<file path="src/rtl/alu_divider_seq.sv">
// alu_divider_seq: multi-cycle non-restoring divider for the ALU.
// One quotient bit is produced per clock. Signed operation divides the
// operand magnitudes and then corrects the signs. A zero divisor skips
// the iteration and reports all-ones quotient with the dividend as remainder.
// Results are registered on entry to DONE and held until the next result
// or a reset.
module alu_divider_seq #(
    parameter int WIDTH = 32
) (
    input  logic             clk,
    input  logic             rst,
    input  logic             start,
    input  logic             signed_mode,
    input  logic [WIDTH-1:0] dividend,
    input  logic [WIDTH-1:0] divisor,
    output logic             busy,
    output logic             done,
    output logic [WIDTH-1:0] quotient,
    output logic [WIDTH-1:0] remainder,
    output logic             div_by_zero
);

    localparam int CW = $clog2(WIDTH + 1);
    localparam logic [CW-1:0] CNT_INIT = CW'(WIDTH);
    localparam logic [CW-1:0] CNT_LAST = CW'(1);

    typedef enum logic [1:0] {
        ST_IDLE   = 2'd0,
        ST_DIVIDE = 2'd1,
        ST_FIXUP  = 2'd2,
        ST_DONE   = 2'd3
    } state_t;

    // Two's-complement negation of a WIDTH-bit value.
    function automatic logic [WIDTH-1:0] twos_neg(input logic [WIDTH-1:0] v);
        return ~v + {{(WIDTH-1){1'b0}}, 1'b1};
    endfunction

    // Magnitude of a value whose sign has already been decided. The
    // magnitude of MIN_INT is the unsigned value 2**(WIDTH-1).
    function automatic logic [WIDTH-1:0] magnitude(input logic [WIDTH-1:0] v,
                                                   input logic             neg);
        return neg ? twos_neg(v) : v;
    endfunction

    state_t           state_r;
    state_t           state_nx_s;

    // Partial remainder A is WIDTH+1 bits wide. It carries a sign bit and
    // wraps modulo 2**(WIDTH+1) in intermediate steps. The final value lies
    // in [-M, M), so it is always representable.
    logic [WIDTH:0]   a_r;
    logic [WIDTH-1:0] q_r;
    logic [WIDTH:0]   m_r;
    logic [CW-1:0]    cnt_r;
    logic             neg_q_r;
    logic             neg_r_r;

    logic             busy_r;
    logic             done_r;
    logic [WIDTH-1:0] quotient_r;
    logic [WIDTH-1:0] remainder_r;
    logic             dbz_r;

    logic             div_zero_s;
    logic [WIDTH:0]   a_sh_s;
    logic [WIDTH:0]   a_step_s;
    logic [WIDTH-1:0] q_step_s;
    logic [WIDTH-1:0] rem_mag_s;
    logic [WIDTH-1:0] q_res_s;
    logic [WIDTH-1:0] r_res_s;

    assign div_zero_s = (divisor == {WIDTH{1'b0}});

    // Next-state logic of the divide sequencer.
    always_comb begin
        state_nx_s = state_r;
        case (state_r)
            ST_IDLE: begin
                if (start) begin
                    if (div_zero_s) begin
                        state_nx_s = ST_DONE;
                    end else begin
                        state_nx_s = ST_DIVIDE;
                    end
                end else begin
                    state_nx_s = ST_IDLE;
                end
            end
            ST_DIVIDE: begin
                if (cnt_r == CNT_LAST) begin
                    state_nx_s = ST_FIXUP;
                end else begin
                    state_nx_s = ST_DIVIDE;
                end
            end
            ST_FIXUP: state_nx_s = ST_DONE;
            ST_DONE:  state_nx_s = ST_IDLE;
            default:  state_nx_s = ST_IDLE;
        endcase
    end

    // One non-restoring step. The add/subtract decision uses the sign of A
    // before the shift. The new quotient bit is set when the result is
    // non-negative.
    always_comb begin
        a_sh_s   = {a_r[WIDTH-1:0], q_r[WIDTH-1]};
        a_step_s = {(WIDTH+1){1'b0}};
        if (a_r[WIDTH]) begin
            a_step_s = a_sh_s + m_r;
        end else begin
            a_step_s = a_sh_s - m_r;
        end
        q_step_s = {q_r[WIDTH-2:0], ~a_step_s[WIDTH]};
    end

    // Final remainder correction and sign fix-up of both results. The
    // corrected remainder is in [0, M), so WIDTH bits are enough.
    always_comb begin
        rem_mag_s = a_r[WIDTH-1:0];
        if (a_r[WIDTH]) begin
            rem_mag_s = a_r[WIDTH-1:0] + m_r[WIDTH-1:0];
        end else begin
            rem_mag_s = a_r[WIDTH-1:0];
        end
        q_res_s = neg_q_r ? twos_neg(q_r) : q_r;
        r_res_s = neg_r_r ? twos_neg(rem_mag_s) : rem_mag_s;
    end

    // State register plus registered busy/done decoded from the next state.
    always_ff @(posedge clk) begin
        if (rst) begin
            state_r <= ST_IDLE;
            busy_r  <= 1'b0;
            done_r  <= 1'b0;
        end else begin
            state_r <= state_nx_s;
            busy_r  <= (state_nx_s == ST_DIVIDE) || (state_nx_s == ST_FIXUP);
            done_r  <= (state_nx_s == ST_DONE);
        end
    end

    // Operand capture, iteration datapath and result registers.
    always_ff @(posedge clk) begin
        if (rst) begin
            a_r         <= {(WIDTH+1){1'b0}};
            q_r         <= {WIDTH{1'b0}};
            m_r         <= {(WIDTH+1){1'b0}};
            cnt_r       <= {CW{1'b0}};
            neg_q_r     <= 1'b0;
            neg_r_r     <= 1'b0;
            quotient_r  <= {WIDTH{1'b0}};
            remainder_r <= {WIDTH{1'b0}};
            dbz_r       <= 1'b0;
        end else begin
            case (state_r)
                ST_IDLE: begin
                    if (start && div_zero_s) begin
                        quotient_r  <= {WIDTH{1'b1}};
                        remainder_r <= dividend;
                        dbz_r       <= 1'b1;
                    end else if (start) begin
                        a_r     <= {(WIDTH+1){1'b0}};
                        q_r     <= magnitude(dividend, signed_mode & dividend[WIDTH-1]);
                        m_r     <= {1'b0, magnitude(divisor, signed_mode & divisor[WIDTH-1])};
                        cnt_r   <= CNT_INIT;
                        neg_q_r <= signed_mode & (dividend[WIDTH-1] ^ divisor[WIDTH-1]);
                        neg_r_r <= signed_mode & dividend[WIDTH-1];
                    end
                end
                ST_DIVIDE: begin
                    a_r   <= a_step_s;
                    q_r   <= q_step_s;
                    cnt_r <= cnt_r - CNT_LAST;
                end
                ST_FIXUP: begin
                    quotient_r  <= q_res_s;
                    remainder_r <= r_res_s;
                    dbz_r       <= 1'b0;
                end
                ST_DONE: begin
                end
                default: begin
                end
            endcase
        end
    end

    assign busy        = busy_r;
    assign done        = done_r;
    assign quotient    = quotient_r;
    assign remainder   = remainder_r;
    assign div_by_zero = dbz_r;

endmodule

</file>
<file path="config.mk">
export PLATFORM = sky130hd
export DESIGN_NAME = alu_divider_seq
export DESIGN_NICKNAME = d
export VERILOG_FILES = /design/src/rtl/alu_divider_seq.sv
export SDC_FILE = /design/constraint.sdc
export NUM_CORES = 1
export LEC_CHECK = 0
export CAP_MARGIN = 10
export CORE_UTILIZATION = 59
export DETAILED_ROUTE_END_ITERATION = 7
export GPL_TIMING_DRIVEN = 0
export PLACE_DENSITY = 0.9
export SETUP_SLACK_MARGIN = 0.4
export SLEW_MARGIN = 20
export SYNTH_ARGS = -nofsm -noshare
export SYNTH_HDL_FRONTEND = slang
export SYNTH_SLANG_ARGS = --single-unit
</file>
<file path="constraint.sdc">
create_clock -name clk -period 6.9 [get_ports clk]
set_input_delay 2.07 -clock clk [delete_from_list [all_inputs] [get_ports clk]]
set_output_delay 2.07 -clock clk [all_outputs]
set_load 0.1 [all_outputs]
</file>
==> After elaboration in Yosys (flattened, before gate mapping) <==
Index checks and enable logic that the tools add are counted.
{ "totals": {"ram_bits": 0, "romBits": 0, "latch_bits": 0, "word_cells": 74, "out_inout_bits": 67, "mem_count": 0, "register_bits": 174, "input_bits": 68} }
{ "classes": {"reduce_logical": 9, "n_lt_le_gt_ge": 0, "n_eq_ne": 10, "addsub": 8, "n_mul": 0, "shifts": 0, "muxes": 25, "bitwise": 10, "div": 0} }
{ "ops": {"columns": ["op", "count"], "rows": [
  ["32-bit two-way mux", 9],
  ["32-bit case mux with 2 select lines", 3],
  ["32-bit by 1-bit adder with 32-bit output, second input constant", 4],
  ["32-bit NOT", 4],
  ["33-bit two-way mux", 3],
  ["33-bit case mux with 2 select lines", 1],
  ["33-bit by 32-bit adder with 33-bit output", 1],
  ["33-bit by 32-bit subtractor with 33-bit output", 1],
  ["32-bit adder", 1],
  ["32-bit logical NOT", 1],
  ["6-bit two-way mux", 2],
  ["6-bit case mux with 2 select lines", 1],
  ["2-bit == test, second input constant", 4],
  ["2-bit case mux with 4 select lines", 1],
  ["6-bit by 1-bit == test with 1-bit output, second input constant", 1],
  ["2-bit two-way mux", 3],
  ["2-bit inequality test, second input constant", 3],
  ["3-bit AND reduction", 2],
  ["6-bit by 1-bit subtractor with 6-bit output, second input constant", 1],
  ["2-bit by 1-bit == test with 1-bit output, second input constant", 2],
  ["2-bit nonzero test", 2],
  ["1-bit AND", 3],
  ["2-bit logical NOT", 1],
  ["1-bit NOT", 2],
  ["6 further kinds", 6]
]} }

==> Longest topological paths before layout <==
Gate-level depths: netlist (run 1).
{ "logic_depth": {"ltp_word": 6, "depth_mapped": 22} }

==> Worst setup path after synthesis (run 1) <==
No wires, ideal clock.
{ "synth_timing": {"path_kind": "flip-flop to flip-flop", "start": "register a_r[32]", "end": "register a_r[31]", "stages_incl_launch_ff": 21, "path_slack_ps": 1861, "path_buffers": 7, "setup_ps": 117, "t_arrival_ps": 4922, "synth_period_minus_slack_ps": 5039, "path_cell_list": "dfxtp_1 > buf_6 > buf_4 > buf_6 > clkbuf_1 > clkbuf_1 > clkbuf_1 > buf_1 > nor2_1 > xor2_1 > ha_1 > or4_1 > a2111oi_0 > nor3_1 > o21ai_0 > a21oi_1 > o21ai_0 > o21ai_0 > a221oi_1 > xnor2_1 > a22o_1"} }
{ "synth_via": {"elab_chain_cells": 2} }
{ "synth_lines": {"columns": ["element", "line_no", "rtl"], "rows": [
  ["start, declared", "52", "logic [WIDTH:0] a_r;"],
  ["start signal, assigned", "146", "a_r <= {(WIDTH+1){1'b0}};"],
  ["start signal, assigned", "163", "a_r <= {(WIDTH+1){1'b0}};"],
  ["start signal, assigned", "172", "a_r <= a_step_s;"],
  ["33-bit two-way mux", "109", "if (a_r[WIDTH]) begin"],
  ["33-bit case mux with 2 select lines", "156", "case (state_r)"]
]} }
No other way between the ends.
A chain may end at the register's enable or synchronous reset.

==> Final worst setup path (run 1) <==
Ends and elaborated chain as after synthesis.

==> metrics.md, run 1 <==
| Metric | Value |
|---|---|
| Initial antenna violation count | `0` |
| Yosys top cell area share | `between 20% and 30%` |
| Slew @ Worst Pin | `around 1000 ps` |
| Die Span Y | `around 150 um` |
| Syn avg cell area | `7.761 sq um` |
| Routed wire length | `48.44 mm` |
| Final slew viol count | `0` |
| Die X | `about 150 um` |
| TritonCTS Buffers | `17` |
| Final setup margin | `around 670 ps` |
| Post-Synth Simple-Gate Area | `~22%` |
| Initial Util | `between 60% and 70%` |
| # port buffers | `around 130` |
| CP endpoint kind | `flop` |
| Nets | `2045` |
| Leading area contributor after synthesis | `dfxtp_1` |
| Clk sinks | `between 150 and 200` |
| Period utilisation layout | `90.27%` |
| First-pass GRT wire length | `74.80 mm` |
| WP data required | `roughly 7200 ps` |
| Pin count of the biggest net entering global routing | `20` |
| Synth unique cells | `96` |
| Seq/Total Area, Yosys | `approximately a quarter` |
| Via count | `14780` |
| Failing checks | `design-rule violations` |
| Fin crit period | `6229 ps` |
| Drt wl/cell | `around 22 um` |
| # rows | `55` |
| Antenna-violating nets left | `0` |
| Post-synthesis mux area share | `approximately 1.8%` |
| Clk_skew | `15.33 ps` |
| Largest family of logic cells by synthesized area | `compound AO/OA/AOI/OAI gates` |
| Crit path kind | `flop to flop` |
| Synth cell count leaders | `nor2_1, dfxtp_1, nand2_1` |
| CTS Hold Bufs | `0` |
| Vias per std cell | `between 6 and 7` |
| Crit path max fanout | `19` |
| Congestion Overflow GR | `0` |
| Root Driver | `clkbuf_16` |
| Final Hold Viols | `0` |
| Worst VDD drop | `between 0.15 and 0.2 mV` |
| Post-synth EDFFs | `0` |
| Register bit total from synthesis | `around 170` |
| Status | `finished with violations` |
| I/O pin count | `135` |
| DR pass1 iterations | `8` |
| H-tree depth | `4` |
| # diodes | `0` |
| Post-Synth Adder-Cell Area | `roughly 6.8%` |
| Crit path DAT | `around 6600 ps` |
| Place WS | `-748.3 ps` |
| Ys flop type | `dfxtp_1` |
| Vias in the first global route | `13687` |
| Async set or reset register ratio after synthesis | `0%` |
| Fmax | `around 160 MHz` |
| GR Util All Layers | `between 40% and 50%` |
| Syn Inst Count | `1752` |
| Share of post-route cells with drive strength above 1 | `about 4.8%` |
| Setup bufs post-CTS | `0` |
| # setup viols final | `0` |
| Die area | `23660 sq um` |
| CTS tree | `done` |
| Leakage | `~6 nW` |
| Clk_lat worst skew | `about 450 ps` |
| DRC | `2` |
| Top cells by area, synth | `dfxtp_1, xor2_1, ha_1` |
| Clock Tree Buf Depth | `2` |
| Most frequent cell after synthesis | `nor2_1` |
| Xor/xnor share of the synthesized area | `between 10% and 20%` |
| Area grow syn2layout | `16.78%` |
| Syn_nets | `between 1500 and 2000` |
| Number of DRC markers in iteration 0 | `between 1500 and 2000` |
| Worst hold path class | `flop to flop` |
| Power consumption | `~5 mW` |
| CORE AREA | `~23000 sq um` |
| Post-CTS resize count | `5` |
| Relative slew slack | `28.85%` |
| Startpoint Class | `flop` |
| Post-DP HPWL | `between 30 and 40 mm` |
| Worst-path clk slew | `roughly 70 ps` |
| MaxCap Viol Count | `0` |
| Compound-Gate Fraction of Synth Area | `a little over a quarter` |
| RSZ-0062 raised after global routing | `no` |
| Power Density | `306.7 nW/um^2` |
| Routability Congestion | `1.045` |
| Mapped Area | `about 14000 sq um` |
| Synth Warn # | `0` |
layout by cell type (no fill, tap or decap), types with 37 or more instances in the layout:
master,instances
nor2_1,235
dfxtp_1,174
nand2_1,157
clkdlybuf4s50_1,134
a21oi_1,120
xor2_1,109
xnor2_1,82
clkbuf_1,71
ha_1,71
o21ai_0,67
a211oi_1,53
nor3_1,50
inv_1,37
power by group:
| group | switching (mW) | internal [mW] |
|---|---|---|
| clock network | 0.487 | 0.483 |
| registers | 0.168 | 1.11 |
| logic | 1.61 | 1.02 |
state kept, by name, indices dropped and copies added, names as in the netlist:
signal,count
done,1
neg_q_r,1
a_r,33
cnt_r,6
q_r,32
quotient,32
state_r,2
remainder,32
neg_r_r,1
m_r,32
div_by_zero,1
busy,1
path summary, 6_finish.rpt:
| path | startpoint | depth (start not counted) | slack (ps) | end |
|---|---|---|---|---|
| setup / recovery | a_r[32] | 19 | 670 | a_r[31] |
| hold / removal | remainder[13] | 2 | 490 | remainder[13] |
| setup reg to reg | a_r[32] | 19 | 670 | a_r[31] |
| hold reg to reg | remainder[13] | 2 | 490 | remainder[13] |
through the flow:
| step | area [sq um] | hold slack (ps) | utilization, % | TNS [ps] | instances |
|---|---|---|---|---|---|
| after floorplan | 13600 | 460.8 | - | 0 | 1752 |
| after detailed placement | 15300 | 478.9 | 67.56 | -3996 | 2171 |
| final | 15880 | 490.7 | 70.14 | 0 | 2202 |
| after global placement | 15300 | 476.7 | 67.56 | -3087 | 2171 |
| after global routing | 15880 | 516.1 | 70.14 | 0 | 2202 |
| after CTS | 15880 | 488.6 | 70.12 | 0 | 2202 |
cells by family after synthesis:
group | after synthesis
and+or+nand+nor | 638
xor gates and xnor gates | 192
adders and majority gates | 73
muxes | 23
AOI/OAI and AO/OA | 514
buffers and inverters | 138
DFF | 174
critical path, stage by stage (launching register included):
cell and delay (ps):
dfxtp_1 380, buf_6 190, buf_4 230, buf_6 250
clkbuf_2 350, clkbuf_2 450, buf_2 400, nor2_1 110
xor2_1 150, ha_1 240, or4_1 510, a2111oi_1 670
nor3_1 200, o21ai_0 410, a21oi_1 200, o21ai_2 340
o21ai_0 290, a221oi_1 430, xnor2_1 120, a22o_1 180
metal layers:
metal,vias to the layer above,part of all wire (%),GRT usage [%]
li1,6791,-,-
met1,6874,40,53.69
met2,958,44,63.44
met3,157,12,7.976
met4,0,4.6,20.14
met5,-,0,0
layout make-up:
cell class	count	area, sq um
Tap cell	285	356.6
Fill cell	1864	6760
Timing Repair Buffer	134	1341
Clock buffer	18	429.2
Multi-Input combinational cell	1440	9543
Sequential cell	174	3483
Inverter	39	146.4
Clock inverter	14	143.9
Buffer	98	436.7
No activity file was read; power rests on OpenSTA's default activity.
==> run 2, diff against run 1 <==
- SETUP_SLACK_MARGIN: 0.4 -> 0.1
- SKIP_CTS_REPAIR_TIMING: default -> 1
==> metrics.md, run 2 (synthesized netlist as in run 1, its figures left out) <==
| Metric | Value |
|---|---|
| Die X | `153.8 um (unchanged)` |
| Status | `finished with violations (unchanged)` |
| CTS tree | `done (unchanged)` |
| Worst hold path class | `flop to flop (unchanged)` |
| Antenna-violating nets left | `0 (unchanged)` |
| # rows | `55 (unchanged)` |
| Crit path max fanout | `10 (was 19)` |
| H-tree depth | `4 (unchanged)` |
| Final core occ | `70.10% (was 70.14%)` |
| Fin crit period | `6188 ps (was 6229 ps)` |
| Drt wl/cell | `21.95 um (was 22.00 um)` |
| Worst-path clk slew | `70 ps (about the same)` |
| Vias in the first global route | `13680 (was 13687)` |
| Area after DPL | `15300 sq um (unchanged)` |
| Die Span Y | `153.8 um (unchanged)` |
| Clk_lat worst skew | `450 ps (about the same)` |
| Share of post-route cells with drive strength above 1 | `4.697% (was 4.799%)` |
| Slew @ Worst Pin | `1126 ps (was 1040 ps)` |
| TritonCTS Buffers | `17 (unchanged)` |
| Power Density | `306.6 nW/um^2 (was 306.7 nW/um^2)` |
| Power consumption | `4.866 mW (was 4.871 mW)` |
| Number of DRC markers in iteration 0 | `1805 (was 1745)` |
| Startpoint Class | `primary input (was flop)` |
| Failing checks | `design-rule violations (unchanged)` |
| Register Area | `3483 sq um (unchanged)` |
| Clock Tree Buf Depth | `2 (unchanged)` |
| Relative slew slack | `22.97% (was 28.85%)` |
| Nets | `2044 (was 2045)` |
| MaxCap Viol Count | `0 (unchanged)` |
| Initial antenna violation count | `0 (unchanged)` |
| CP endpoint kind | `flop (unchanged)` |
| I/O pin count | `135 (unchanged)` |
| Congestion Overflow GR | `0 (unchanged)` |
| DR pass1 iterations | `8 (unchanged)` |
| Crit path DAT | `6530 ps (was 6570 ps)` |
| GR Util All Layers | `40.81% (was 40.70%)` |
| Die area | `23660 sq um (unchanged)` |
| Fin area | `15870 sq um (was 15880 sq um)` |
| Area taken by multi-input logic gates | `9539 sq um (was 9543 sq um)` |
| Final slew viol count | `0 (unchanged)` |
| Via count | `14772 (was 14780)` |
| Worst path most repeated cell | `nor2_1` |
| Final Hold Viols | `0 (unchanged)` |
| Initial Util | `60.06% (unchanged)` |
| Placed instance count | `2171 (unchanged)` |
| Crit path cell chain | `clkdlybuf4s50_1, or3_1, nor3b_1, nand2_1, nor2_1, nand3_1, or3_1, a21oi_1, nor2_1, nor2_1, clkbuf_1, nand2_1, o41ai_1 (was buf_6, buf_4, buf_6, clkbuf_2, clkbuf_2, buf_2, nor2_1, xor2_1, ha_1, or4_1, a2111oi_1, nor3_1, o21ai_0, a21oi_1, o21ai_2, o21ai_0, a221oi_1, xnor2_1, a22o_1)` |
| Vias per std cell | `6.711 (was 6.712)` |
| Final setup margin | `712.2 ps (was 671.3 ps)` |
| Hold WS | `492.6 ps (was 490.7 ps)` |
| Max FFs per register | `33 (unchanged)` |
| Setup_tns | `0 ps (unchanged)` |
| RSZ-0062 raised after global routing | `no (unchanged)` |
| Most frequent cells in the layout | `nor2_1, dfxtp_1, nand2_1 (unchanged)` |
| Fmax | `161.6 MHz (was 160.5 MHz)` |
| # diodes | `0 (unchanged)` |
| Slowest cell on the critical path | `clkbuf_1 (was a2111oi_1)` |
| Post-DP HPWL | `38.04 mm (unchanged)` |
| WP data required | `7240 ps (about the same)` |
| Commonest non-fill, non-tap cell in the layout | `nor2_1 (unchanged)` |
| Largest register by flop count | `a_r (unchanged)` |
| Crit path kind | `primary input to flop (was flop to flop)` |
| Place WS | `-748.3 ps (unchanged)` |
| Leakage | `5.967 nW (was 5.973 nW)` |
| Root Driver | `clkbuf_16 (unchanged)` |
| Routed wire length | `48.32 mm (was 48.44 mm)` |
| Pin count of the biggest net entering global routing | `19 (was 20)` |
| Fillers | `1865 (was 1864)` |
| Worst VDD drop | `0.1691 mV (was 0.1662 mV)` |
| First-pass GRT wire length | `74.98 mm (was 74.80 mm)` |
| # setup viols final | `0 (unchanged)` |
| Clk sinks | `174 (unchanged)` |
| Clk_skew | `18.57 ps (was 15.33 ps)` |
| Period utilisation layout | `89.68% (was 90.27%)` |
| Routability Congestion | `1.045 (unchanged)` |
| CP peak stage delay | `600 ps (was 670 ps)` |
| # port buffers | `134 (unchanged)` |
| Area grow syn2layout | `16.72% (was 16.78%)` |
| DRC | `3 (was 2)` |
| CORE AREA | `22640 sq um (unchanged)` |
| Post-route insts no fill | `2201 (was 2202)` |
## run 2: area by class of cell
type | count | area share (%)
multi-input combinational | 1440 | 60.10
sequential | 174 | 21.95
buffer | 97 | 2.720
inverter | 39 | 0.9223
timing repair buffer | 134 | 8.451
clock buffer | 18 | 2.704
clock inverter | 14 | 0.9066
tap | 285 | 2.247
## run 2: per-layer routing
metal,vias to the layer above,part of all wire [%],wire length [um],GRT usage [%]
li1,6789,-,-,-
met1,6844,40,19250,53.71
met2,979,43,20930,63.42
met3,160,12,5877,8.512
met4,0,4.7,2262,20.10
met5,-,0,0,0
## run 2: path summary, 6_finish.rpt
kind,start,end,slack (ps),cells after the start
worst min-delay path,remainder[14],remainder[14],490,2
worst max register to register,a_r[32],a_r[31],760,18
worst min register to register,remainder[14],remainder[14],490,2
worst max-delay path,divisor[2],a_r[20],710,13
## run 2: worst max-delay path: cells and delay by family
family	cells	cell delay (ps)
and+or+nand+nor	9	3040
buffers and inverters	2	1070
AOI/OAI and AO/OA	2	330
## run 2: power breakdown
group / total [mW] / leakage, nW / internal [mW] / switching (mW)
logic: 2.62 / 4.26 / 1.02 / 1.60
clock network: 0.970 / 0.283 / 0.483 / 0.487
registers: 1.28 / 1.42 / 1.11 / 0.169
==> run 3, diff against run 2 <==
- CORE_ASPECT_RATIO: default -> 1.1
==> metrics.md, run 3 (synthesized netlist as in run 1, its figures left out) <==
| Metric | Value |
|---|---|
| CP peak stage delay | `690 ps (was 600 ps)` |
| Crit path DAT | `6480 ps (was 6530 ps)` |
| Initial Util | `60.92% (was 60.06%)` |
| DRC | `10 (was 3)` |
| WP data required | `7230 ps (was 7240 ps)` |
| Via count | `14980 (was 14772)` |
| Nets | `2044 (unchanged)` |
| Hold Crit Start | `remainder[14] (unchanged)` |
| Worst r2r src | `a_r[32] (unchanged)` |
| Clock Tree Buf Depth | `2 (unchanged)` |
| First-pass GRT wire length | `77.94 mm (was 74.98 mm)` |
| # setup viols final | `0 (unchanged)` |
| Post-route insts no fill | `2211 (was 2201)` |
| DR WL met2 | `21.49 mm (was 20.93 mm)` |
| Drt wl/cell | `23.01 um (was 21.95 um)` |
| TritonCTS Buffers | `17 (unchanged)` |
| Worst VDD drop | `0.2037 mV (was 0.1691 mV)` |
| Worst hold path class | `flop to flop (unchanged)` |
| Fmax | `162.6 MHz (was 161.6 MHz)` |
| Worst path most repeated cell | `o21ai_0 (was nor2_1)` |
| Max FFs per register | `33 (unchanged)` |
| Crit path kind | `flop to flop (was primary input to flop)` |
| Slowest cell on the critical path | `a2111oi_0 (was clkbuf_1)` |
| Status | `finished with violations (unchanged)` |
| Relative slew slack | `31.42% (was 22.97%)` |
| Fin crit period | `6151 ps (was 6188 ps)` |
| CP endpoint kind | `flop (unchanged)` |
| Crit path buffers/inverters | `5 (was 2)` |
| Failing checks | `design-rule violations (unchanged)` |
| Congestion Overflow GR | `0 (unchanged)` |
| Final Hold Viols | `0 (unchanged)` |
| # port buffers | `134 (unchanged)` |
| Reg2reg setup slack | `750 ps (was 760 ps)` |
| Period utilisation layout | `89.15% (was 89.68%)` |
| Leakage | `5.978 nW (was 5.967 nW)` |
| Die X | `146.8 um (was 153.8 um)` |
| M1 WL | `19.72 mm (was 19.25 mm)` |
| I/O pin count | `135 (unchanged)` |
| CTS tree | `done (unchanged)` |
| Initial antenna violation count | `1 (was 0)` |
| DR top layer | `met5 (was met4)` |
| Worst-path clk slew | `70 ps (about the same)` |
| Placed instance count | `2181 (was 2171)` |
| Largest register by flop count | `a_r (unchanged)` |
| RSZ-0062 raised after global routing | `no (unchanged)` |
| Routed wire length | `50.88 mm (was 48.32 mm)` |
| Die area | `23660 sq um (about the same)` |
| Clk_lat worst skew | `450 ps (about the same)` |
| Hold WS | `485.3 ps (was 492.6 ps)` |
| Routability Congestion | `1.029 (was 1.045)` |
| Power Density | `312.3 nW/um^2 (was 306.6 nW/um^2)` |
| GR Util All Layers | `42.70% (was 40.81%)` |
| Final slew viol count | `0 (unchanged)` |
| Most frequent cells in the layout | `nor2_1, dfxtp_1, nand2_1 (unchanged)` |
| Crit-path leading delay family | `compound AO/OA/AOI/OAI gates (was simple AND/OR/NAND/NOR gates)` |
| Area grow syn2layout | `17.18% (was 16.72%)` |
| Hold Path Depth | `2 (unchanged)` |
| CORE AREA | `22320 sq um (was 22640 sq um)` |
| Hold Path Sink | `remainder[14] (unchanged)` |
| Commonest non-fill, non-tap cell in the layout | `nor2_1 (unchanged)` |
| Reg2reg end | `a_r[31] (unchanged)` |
| Pin count of the biggest net entering global routing | `19 (unchanged)` |
| Number of DRC markers in iteration 0 | `1735 (was 1805)` |
| Die Span Y | `161.2 um (was 153.8 um)` |
| Clk sinks | `174 (unchanged)` |
| Clk_skew | `17.14 ps (was 18.57 ps)` |
| Met3 wire length | `6.247 mm (was 5.877 mm)` |
| # rows | `57 (was 55)` |
| R2R cell count | `18 (unchanged)` |
| Crit path cell chain | `buf_6, buf_4, buf_6, clkbuf_2, buf_1, nor2_1, xor2_1, ha_1, or4_1, a2111oi_0, nor3_1, o21ai_0, a21oi_1, o21ai_0, o21ai_0, a221oi_1, xnor2_1, a22o_1 (was clkdlybuf4s50_1, or3_1, nor3b_1, nand2_1, nor2_1, nand3_1, or3_1, a21oi_1, nor2_1, nor2_1, clkbuf_1, nand2_1, o41ai_1)` |
| H-tree depth | `4 (unchanged)` |
| # diodes | `0 (unchanged)` |
| Vias per std cell | `6.775 (was 6.711)` |
| Crit path max fanout | `28 (was 10)` |
| Fillers | `1852 (was 1865)` |
| Antenna-violating nets left | `0 (unchanged)` |
| DR pass1 iterations | `8 (unchanged)` |
| Share of post-route cells with drive strength above 1 | `4.593% (was 4.697%)` |
| Vias in the first global route | `14065 (was 13680)` |
| Root Driver | `clkbuf_16 (unchanged)` |
| MaxCap Viol Count | `0 (unchanged)` |
| Post-DP HPWL | `40.18 mm (was 38.04 mm)` |
| Slew @ Worst Pin | `1003 ps (was 1126 ps)` |
| Startpoint Class | `flop (was primary input)` |
## run 3: changes by cell type in the layout (fill, tap and decap cells not counted), sizes merged
cell	previous run	this run
clkinv	8	5
bufinv	0	2
inv	45	44
buf	24	26
clkinvlp	0	2
clkbuf	91	89
## run 3: per-layer routing
metal / global-route usage (%) / vias up
met3: 10.42 / 230
met5: 0 / -
met1: 54.11 / 6942
met4: 27.41 / 2
li1: - / 6795
met2: 64.74 / 1011
## run 3: worst min-delay path: stages, from the launching register on
cell and delay (ps):
dfxtp_1 310, nand2_1 50, a311oi_1 80
## run 3: stage by stage
step	area [sq um]	power (mW)	setup TNS, ps	util [%]	setup WS, ps
global route	15930	5.206	0	71.38	519.3
detailed placement	15310	3.836	-678.4	68.58	-416.4
CTS	15940	4.890	-969.3	71.41	-457.7
global placement	15310	3.775	-517.1	68.58	-358.1
finish	15930	4.976	0	71.38	749.0
floorplan	13600	3.148	0	-	1861
## run 3: area by class of cell
class	count	area, sq um	share of cell area [%]
well taps	295	369.1	2.316
multi-input cells	1440	9533	59.83
repair buffers	134	1341	8.418
inverters	39	146.4	0.9187
flip-flops and latches	174	3483	21.86
plain buffers	97	429.2	2.693
clock buffers	18	439.2	2.756
clock inverters	14	192.7	1.209
## run 3: worst max-delay path by stage
stage	from	end	slack [ps]	cells past startpoint
final	a_r[32]	a_r[31]	750	18
after global routing	a_r[32]	a_r[31]	520	18
after CTS	a_r[32]	a_r[31]	-460	20
after detailed placement	a_r[32]	a_r[31]	-420	20
after global placement	a_r[32]	a_r[31]	-360	20
after floorplan	a_r[32]	a_r[31]	1860	20
## run 3: power breakdown
| part | total (mW) | switching [mW] | internal, mW | leakage [nW] |
|---|---|---|---|---|
| Combinational | 2.62 | 1.61 | 1.02 | 4.26 |
| Sequential | 1.30 | 0.189 | 1.11 | 1.42 |
| Clock | 1.06 | 0.495 | 0.565 | 0.302 |
